$ cat config.mk
export PLATFORM = sky130hd
export DESIGN_NAME = pixel_stream_receiver
export DESIGN_NICKNAME = d
export VERILOG_FILES = /design/src/rtl/pixel_stream_receiver.sv
export SDC_FILE = /design/constraint.sdc
export NUM_CORES = 1
export LEC_CHECK = 0
export BUFFER_PORTS_ARGS = -buffer_cell sky130_fd_sc_hd__buf_2
export CAP_MARGIN = 15
export CORE_ASPECT_RATIO = 0.8
export CORE_MARGIN = 2
export CORE_UTILIZATION = 45
export DETAILED_ROUTE_END_ITERATION = 8
export MAX_ROUTING_LAYER = met4
export PLACE_DENSITY_LB_ADDON = 0.12
export SLEW_MARGIN = 20
export SYNTH_ARGS = -nofsm -noshare
export SYNTH_HDL_FRONTEND = slang
export SYNTH_SLANG_ARGS = --single-unit
export TNS_END_PERCENT = 5
$ cat constraint.sdc
create_clock -name clk -period 2.7 [get_ports clk]
set_input_delay 0.135 -clock clk [delete_from_list [all_inputs] [get_ports clk]]
set_output_delay 0.135 -clock clk [all_outputs]
set_load 0.005 [all_outputs]
$ cat src/rtl/pixel_stream_receiver.sv
// pixel_stream_receiver: deserializes the 2-bit pixel link into frame-buffer writes.
// A packet is a 24-bit start address (3 bytes, MSB byte first) followed by
// PIXELS_PER_PKT pixel bytes; any trailing bytes are dropped. Each byte arrives
// as 4 dibits, least significant dibit first.
module pixel_stream_receiver #(
  parameter int PIXELS_PER_PKT = 320,
  parameter int FRAME_PIXELS   = 76800,
  parameter int ADDR_W         = 17
) (
  input  logic              clk,
  input  logic              rst,
  input  logic              axiiv,
  input  logic [1:0]        axiid,
  output logic              pixel_we,
  output logic [ADDR_W-1:0] pixel_addr,
  output logic [7:0]        pixel_data,
  output logic [23:0]       pkt_addr,
  output logic              pkt_done,
  output logic              pkt_error
);

  localparam int                IDX_W    = $clog2(PIXELS_PER_PKT + 1);
  localparam int                SUM_W    = ADDR_W + 1;
  localparam logic [SUM_W-1:0]  FP_S     = SUM_W'(FRAME_PIXELS);
  localparam logic [23:0]       FP_A     = 24'(FRAME_PIXELS);
  localparam logic [IDX_W-1:0]  LAST_IDX = IDX_W'(PIXELS_PER_PKT - 1);

  typedef enum logic [1:0] {S_IDLE, S_ADDR, S_PIX, S_DRAIN} state_t;

  state_t            state, state_n;
  logic              axiiv_q;
  logic [3:0]        dib_cnt;   // dibit index: 0..11 in address, 0..3 in a pixel
  logic [7:0]        sh8;       // byte assembly, new dibit enters at the top
  logic [15:0]       addr_sh;   // first two completed address bytes
  logic [ADDR_W-1:0] base;
  logic [IDX_W-1:0]  pix_idx;

  logic              start, byte_end;
  logic [7:0]        byte_full;
  logic [23:0]       addr_full;
  logic [SUM_W-1:0]  sum;
  logic [ADDR_W-1:0] addr_mod;
  logic              load_pa, we_n, done_n, err_n;

  // A packet only starts on a rising edge of axiiv, so a link that stays high
  // across reset is not mistaken for a fresh packet.
  assign start     = axiiv & ~axiiv_q;
  assign byte_end  = (dib_cnt[1:0] == 2'd3);
  // Byte completed by the dibit on the wire this cycle.
  assign byte_full = {axiid, sh8[7:2]};
  assign addr_full = {addr_sh, byte_full};
  // Both operands are below FRAME_PIXELS, so one conditional subtract wraps.
  assign sum       = {1'b0, base} + SUM_W'(pix_idx);
  assign addr_mod  = (sum >= FP_S) ? ADDR_W'(sum - FP_S) : ADDR_W'(sum);

  // State register
  always_ff @(posedge clk) begin
    if (rst) state <= S_IDLE;
    else     state <= state_n;
  end

  // Next-state and per-cycle control decode
  always_comb begin
    state_n = state;
    load_pa = 1'b0;
    we_n    = 1'b0;
    done_n  = 1'b0;
    err_n   = 1'b0;
    unique case (state)
      S_IDLE: begin
        if (start) state_n = S_ADDR;
      end
      S_ADDR: begin
        if (!axiiv) begin
          err_n   = 1'b1;
          state_n = S_IDLE;
        end else if (dib_cnt == 4'd11) begin
          load_pa = 1'b1;
          if (addr_full >= FP_A) begin
            err_n   = 1'b1;
            state_n = S_DRAIN;
          end else begin
            state_n = S_PIX;
          end
        end
      end
      S_PIX: begin
        if (!axiiv) begin
          err_n   = 1'b1;
          state_n = S_IDLE;
        end else if (byte_end) begin
          we_n = 1'b1;
          if (pix_idx == LAST_IDX) begin
            done_n  = 1'b1;
            state_n = S_DRAIN;
          end
        end
      end
      S_DRAIN: begin
        if (!axiiv) state_n = S_IDLE;
      end
      default: state_n = S_IDLE;
    endcase
  end

  // Dibit capture, address assembly and pixel index
  always_ff @(posedge clk) begin
    axiiv_q <= axiiv;
    if (rst) begin
      dib_cnt <= '0;
      sh8     <= '0;
      addr_sh <= '0;
      base    <= '0;
      pix_idx <= '0;
    end else begin
      if (axiiv) sh8 <= {axiid, sh8[7:2]};
      unique case (state)
        S_IDLE: begin
          dib_cnt <= start ? 4'd1 : 4'd0;
          addr_sh <= '0;
          pix_idx <= '0;
        end
        S_ADDR: begin
          if (!axiiv || dib_cnt == 4'd11) begin
            dib_cnt <= '0;
          end else begin
            dib_cnt <= dib_cnt + 4'd1;
            if (byte_end) addr_sh <= {addr_sh[7:0], byte_full};
          end
        end
        S_PIX: begin
          if (!axiiv) begin
            dib_cnt <= '0;
          end else begin
            dib_cnt <= byte_end ? 4'd0 : dib_cnt + 4'd1;
            if (we_n) pix_idx <= pix_idx + IDX_W'(1);
          end
        end
        default: dib_cnt <= '0;
      endcase
      if (load_pa) base <= addr_full[ADDR_W-1:0];
    end
  end

  // Registered outputs; write address/data hold between strobes
  always_ff @(posedge clk) begin
    if (rst) begin
      pixel_we   <= 1'b0;
      pixel_addr <= '0;
      pixel_data <= '0;
      pkt_addr   <= '0;
      pkt_done   <= 1'b0;
      pkt_error  <= 1'b0;
    end else begin
      pixel_we  <= we_n;
      pkt_done  <= done_n;
      pkt_error <= err_n;
      if (load_pa) pkt_addr <= addr_full;
      if (we_n) begin
        pixel_addr <= addr_mod;
        pixel_data <= byte_full;
      end
    end
  end

endmodule

==> results of run 1 <==
## synthesized netlist by cell type (2+ instances only)
cell type | count | area share, %
clkbuf_1 | 19 | 1.7
mux2i_1 | 7 | 1.7
a211o_1 | 2 | 0.41
buf_4 | 5 | 0.89
nor4_1 | 3 | 0.44
xnor2_1 | 11 | 2.3
a211oi_1 | 3 | 0.53
a21o_1 | 5 | 0.89
nand2_1 | 107 | 9.5
nor3_1 | 6 | 0.71
o21a_1 | 3 | 0.53
o21ai_2 | 2 | 0.41
a31oi_1 | 2 | 0.30
ha_1 | 17 | 5.0
a22oi_1 | 16 | 2.8
o21ai_0 | 4 | 0.47
dfxtp_1 | 90 | 43
a21oi_1 | 53 | 6.3
nand4_1 | 5 | 0.74
inv_1 | 12 | 1.1
a211oi_2 | 2 | 0.59
o211ai_1 | 4 | 0.71
nor3_2 | 2 | 0.47
xor2_1 | 14 | 2.9
nand3_1 | 13 | 1.5
and3_1 | 4 | 0.59
nor2_1 | 52 | 4.6
o21ai_1 | 5 | 0.59
## flip-flops by register name, indices dropped and copies added (netlist names)
register / flops
sh8: 6
pkt_done: 1
pixel_we: 1
pix_idx: 9
addr_sh: 16
pkt_addr: 8
pkt_error: 1
axiiv_q: 1
pixel_data: 8
base: 16
pixel_addr: 17
state: 2
dib_cnt: 4
## timing repair
| item | in CTS | in global routing |
|---|---|---|
| cloned | 0 | 0 |
| pin swaps | 4 | 21 |
| hold buffers | 0 | 0 |
| setup endpoints to repair | 3 | 7 |
| setup buffers | 0 | 3 |
| resized for setup | 0 | 13 |
## per-layer routing
layer | vias up | GRT usage, % | share of wire (%)
met3 | 15 | 4.63 | 4.7
met2 | 80 | 30.8 | 43
met1 | 1761 | 30.9 | 51
met4 | 0 | 4.88 | 1.1
li1 | 1871 | - | -
met5 | - | - | 0
## cell families after synthesis
family	synth area share [%]
AOI/OAI and AO/OA	20.6
buffers and inverters	3.73
muxes	2.28
xor gates and xnor gates	5.18
DFF	42.6
adders and majority gates	5.51
and+or+nand+nor	20.1
## worst min path at each step
| stage | depth (start not counted) | end |
|---|---|---|
| finish | 3 | pixel_data[6] |
| global route | 3 | base[6] |
| CTS | 3 | pixel_data[6] |
| detailed placement | 3 | pixel_data[6] |
| global placement | 3 | pixel_data[6] |
| floorplan | 0 | axiiv_q |
## report_power, final
group | switching [W] | internal (W)
Sequential | 0.0000112 | 0.00134
Combinational | 0.0000941 | 0.0000369
Clock | 0.000503 | 0.000621
Total | 0.000608 | 0.00199
## layout make-up
class | count | area share (%)
tap | 115 | 2.84
timing repair buffer | 83 | 9.62
inverter | 12 | 0.890
clock inverter | 4 | 0.569
multi-input combinational | 373 | 45.8
sequential | 90 | 35.7
clock buffer | 11 | 4.60
## stage by stage
step / total power (W) / hold WS, ns
after floorplan: 0.00146 / 0.163
after CTS: 0.00263 / 0.0750
after global placement: 0.00150 / 0.431
after global routing: 0.00271 / 0.0838
final: 0.00260 / 0.0807
after detailed placement: 0.00151 / 0.428
## worst max-delay path, stage by stage (launching register included)
cell and delay, ns:
dfxtp_2 0.34, ha_4 0.16, fa_2 0.36, a21o_1 0.23, a221oi_4 0.35, buf_4 0.18, o21a_4 0.14, nor2_4 0.05
o41ai_4 0.41, o21ai_1 0.13, nor2_1 0.14, o311ai_2 0.12
==> key figures, run 1 <==
Run status
  • Status: finished with violations
  • Failing checks: setup timing

Layout
  • Final #Nets: 592
  • Final std cells w/o fill: 688
  • Layout Utilization: 55.7%
  • Most common cell after layout, fill and taps aside: nand2_1
  • Most frequent cells in the layout: 107 x nand2_1, 88 x dfxtp_1, 56 x buf_2, 52 x a21oi_1, 51 x nor2_1
  • Layout cells sized above 1: 21.6%
  • ANT cells: 0
  • Area grow syn2layout: 19.7%
  • Fillers: 882
  • Area of the multi-input gates: 2320 um^2
  • Sequential cell area: 1800 um^2
  • Design Area, Final: 5060 um^2

Timing
  • Tcrit/Tclk final: 102%
  • Final worst path period need: 2.75 ns
  • Setup ws final: -0.0500 ns
  • Highest clock rate: 0.364 GHz
  • Endpoints failing setup: 3
  • Unrepaired setup endpoints after global routing: yes
  • Max-slew violations: 0
  • Worst-Margin Slew: 0.765 ns
  • Final hold violation count: 0
  • Slew HR: 49.0%
  • Clock Skew: 0.00690 ns
  • Setup_tns: -0.0883 ns

Route
  • Initial drt markers: 244
  • 1st-pass router iterations: 5
  • Routed len/inst: 15.2 um
  • Post-route antenna net violation count: 0
  • Remaining DRCs: 0
  • Vias per Instance: 5.42
  • Via count: 3727
  • Drt total wl: 10500 um

Synthesis
  • Syn nets: 523
  • Yosys warnings: 0
  • Unique masters post-synth: 60
  • Seq/Total Area, Yosys: 42.6%
  • Synthesis-stage register bit count: 90
  • Ys async rst share: 0%
  • Primary FF master, synth: dfxtp_1
  • Syn Inst Count: 500
  • Post-synth EDFFs: 0
  • Syn_area_per_cell: 8.45 um^2
  • Synthesized area: 4230 um^2

Clocking
  • # H-tree levels: 3
  • CTS tree: yes
  • Clock buffer depth: 2
  • CTS clk-pin slew, worst paths: 0.06 ns
  • CTS Buf Count: 9
  • Clk sinks: 90
  • Clk_lat worst skew: 0.33 ns
  • Clk root buf: clkbuf_16

Job
  • Max Cap Viol: 0

Floorplan
  • Initial Utilization: 46.6%
  • I/O pin total: 57
  • Site row count: 31
  • Core ar.: 9080 um^2
  • Full die area: 10200 um^2
  • Die outline width: 112 um
  • Die Height: 90.7 um

Placed design
  • Buffers on Ports: 56
  • RePlAce Congestion: 0.905
  • Place WS: -0.00912 ns
  • Placed Instances: 670
  • Hpwl dp: 7400 um
  • Placed Area: 4720 um^2

Setup path
  • Worst Path Max Fanout: 4
  • Worst R2R Setup Slack: -0.05 ns
  • Kind of critical path: reg -> reg
  • CP required: 2.90 ns
  • Setup crit end: pixel_addr[11]
  • CP Launch Point: base[0]
  • R2R depth: 11
  • Worst setup EP type: flip-flop
  • Worst r2r src: base[0]
  • Worst setup SP type: flip-flop
  • End of the worst register-to-register path: pixel_addr[11]
  • Critical Path AT: 2.95 ns

Pwr
  • Pwr Density: 515 nW/um^2
  • Leakage: 2.09 nW
  • Maximum VDD drop: 0.000361 V

Min path
  • Hold_sp: axiid[0]
  • Class of the worst hold path: in -> reg

Global route
  • First-pass GRT wire length: 17100 um
  • Number of global-route vias before repair: 3369
  • Pin count of the biggest net entering global routing: 73
  • Gr usage total: 21.4%
  • Antenna violations before repair: 0
  • Global route overflow: 0
(Power assumes the default switching activity.)
==> run 2, diff against run 1 <==
- RECOVER_POWER: default -> 25
==> run 2 against run 1 <==
Net effect:
- the run still ends with setup timing left
- worst hold slack worse by 0.0035 ns
- cell count stayed put
- critical path depth stayed put
- maximum frequency hardly changed
- total power hardly changed
- largest power group unchanged
- design area is 0.15% lower
- critical endpoint unchanged
- count of clock-buffer cells in the layout stayed put
- first-iteration DRC count is 2.9% lower
- global-route usage stayed put
==> key figures, run 2 (synthesis gave the netlist of run 1 again) <==
Run status
  • Status: finished with violations
  • Failing checks: setup timing

Min path
  • Class of the worst hold path: in -> reg
  • Hold_sp: axiid[0]

Layout
  • Final #Nets: 592 (unchanged)
  • Register with the most flip-flops: pixel_addr
  • ANT cells: 0 (unchanged)
  • Layout cells sized above 1: 20.6% (-1.0 points)
  • Area grow syn2layout: 19.5%
  • Max reg flops: 17 (unchanged)
  • Most frequent cells in the layout: 107 x nand2_1, 88 x dfxtp_1, 52 x a21oi_1, 51 x nor2_1, 50 x buf_2
  • Final std cells w/o fill: 688 (unchanged)
  • Most common cell after layout, fill and taps aside: nand2_1
  • Biggest regs: pixel_addr: 17 flops, addr_sh: 16 flops, base: 16 flops
  • Fillers: 881 (-0.11%)

Clocking
  • # H-tree levels: 3 (unchanged)
  • Clock buffer depth: 2 (unchanged)
  • Clk root buf: clkbuf_16
  • Post-CTS Hold Fix Bufs: 0 (unchanged)
  • Clk_lat worst skew: 0.33 ns (about the same)
  • CTS tree: yes
  • CTS Buf Count: 9 (unchanged)
  • Clk sinks: 90 (unchanged)
  • CTS clk-pin slew, worst paths: 0.06 ns (about the same)

Timing
  • Final worst path period need: 2.75 ns (-0.000649 ns)
  • Max-slew violations: 0 (unchanged)
  • Tcrit/Tclk final: 102% (about the same)
  • Endpoints failing setup: 3 (unchanged)
  • Worst-Margin Slew: 0.871 ns (+0.106 ns)
  • Clock Skew: 0.00690 ns (-0.00000145 ns)
  • Highest clock rate: 0.364 GHz (about the same)
  • Setup_tns: -0.0851 ns (+0.00315 ns)
  • Setup ws final: -0.0494 ns (+0.000649 ns)
  • Final hold slack: 0.0772 ns (-0.00350 ns)
  • Slew HR: 42.0% (-7.0 points)
  • Unrepaired setup endpoints after global routing: yes
  • Final hold violation count: 0 (unchanged)

Global route
  • First-pass GRT wire length: 17100 um (unchanged)
  • Number of global-route vias before repair: 3369 (unchanged)
  • Antenna violations before repair: 0 (unchanged)
  • Global route overflow: 0 (unchanged)
  • Pin count of the biggest net entering global routing: 73 (unchanged)
  • Gr usage total: 21.4% (unchanged)

Pwr
  • Sequential share of power: 51.8% (about the same)
  • Pint: 0.00199 W (about the same)
  • Sw Ratio: 23.3% (about the same)
  • Maximum VDD drop: 0.000361 V (-0.12%)
  • P_sw: 0.000607 W (-0.12%)
  • Leakage: 2.06 nW (-1.2%)
  • Combinational share of power: 5.0% (about the same)
  • Pwr Density: 515 nW/um^2 (+0.12%)
  • Clock share of power: 43.1% (about the same)

Setup path
  • Worst setup EP type: flip-flop
  • Crit path max-delay family: compound AO/OA/AOI/OAI gates
  • Kind of critical path: reg -> reg
  • CP Launch Point: base[0]
  • CP required: 2.90 ns (about the same)
  • Worst setup SP type: flip-flop
  • Critical Path AT: 2.95 ns (about the same)
  • Buffers and inverters on the worst path: 1 (unchanged)
  • Critical path cell sequence: ha_4 -> fa_2 -> a21o_1 -> a221oi_4 -> buf_4 -> o21a_4 -> nor2_4 -> o41ai_4 -> o21ai_1 -> nor2_1 -> o311ai_2
  • Worst Path Max Fanout: 4 (unchanged)
  • Crit-path max cell delay: 0.41 ns (about the same)
  • Slowest CP cell: o41ai_4
  • Worst r2r src: base[0]

Route
  • Vias per Instance: 5.41 (-0.11%)
  • Initial drt markers: 237 (-2.9%)
  • Via count: 3723 (-0.11%)
  • Post-route antenna net violation count: 0 (unchanged)
  • Remaining DRCs: 0 (unchanged)
  • Routed len/inst: 15.2 um (about the same)
  • 1st-pass router iterations: 5 (unchanged)
  • Drt total wl: 10500 um (about the same)

Floorplan
  • Die Height: 90.7 um (unchanged)
  • Core ar.: 9080 um^2 (unchanged)
  • Initial Utilization: 46.6% (unchanged)
  • Site row count: 31 (unchanged)
  • Full die area: 10200 um^2 (unchanged)
  • I/O pin total: 57 (unchanged)
  • Die outline width: 112 um (unchanged)

Placed design
  • Placed Instances: 670 (unchanged)
  • Buffers on Ports: 56 (unchanged)
  • RePlAce Congestion: 0.905 (unchanged)
  • Hpwl dp: 7400 um (unchanged)

Job
  • Max Cap Viol: 0 (unchanged)
==> run 2: layer usage <==
metal	GRT usage, %	share of wire, %	vias up
li1	-	-	1872
met2	30.8	43	83
met1	30.9	51	1753
met4	4.88	1.2	0
met5	-	0	-
met3	4.63	5.0	15
==> run 2: layout make-up <==
class,count,area [um^2],area share (%)
multi-input cells,373,2320,45.9
flip-flops and latches,90,1800,35.7
repair buffers,83,479,9.49
clock buffers,11,233,4.61
well taps,115,144,2.85
inverters,12,45.0,0.892
clock inverters,4,28.8,0.570
==> run 2: path summary, 6_finish.rpt <==
kind / to / slack (ns) / cells after the start
max reg2reg: pixel_addr[11] / -0.05 / 11
min: pixel_data[6] / 0.08 / 3
min reg2reg: pixel_addr[12] / 0.44 / 2
max: pixel_addr[11] / -0.05 / 11
==> run 2: power groups by stage <==
stage,Sequential [W],Clock (W),Combinational (W)
after floorplan,0.00137,0,0.0000897
after global placement,0.00138,0,0.000127
after detailed placement,0.00138,0,0.000129
after CTS,0.00135,0.00115,0.000129
after global routing,0.00135,0.00121,0.000147
final,0.00135,0.00112,0.000131
==> run 2: through the flow <==
stage | total power (W) | cell area (um^2) | util, % | setup WS [ns]
after detailed placement | 0.00151 | 4720 | 52.0 | -0.00912
after CTS | 0.00263 | 4980 | 54.9 | -0.00338
after global routing | 0.00271 | 5050 | 55.7 | -0.168
after global placement | 0.00150 | 4720 | 52.0 | 0.0368
final | 0.00260 | 5050 | 55.7 | -0.0494
after floorplan | 0.00146 | 4230 | - | 0.102
==> run 2: worst min-delay path, cell delays in order <==
cell,delay (ns)
buf_2,0.13
nand2_1,0.05
a21oi_1,0.05
==> run 2: what timing repair did <==
item                                    in CTS  in global routing
buffers inserted                             0                  3
gates resized for setup                      0                 13
endpoints found under the setup margin       3                  7
endpoints found under the hold margin        0                  0
pin swaps                                    4                 21
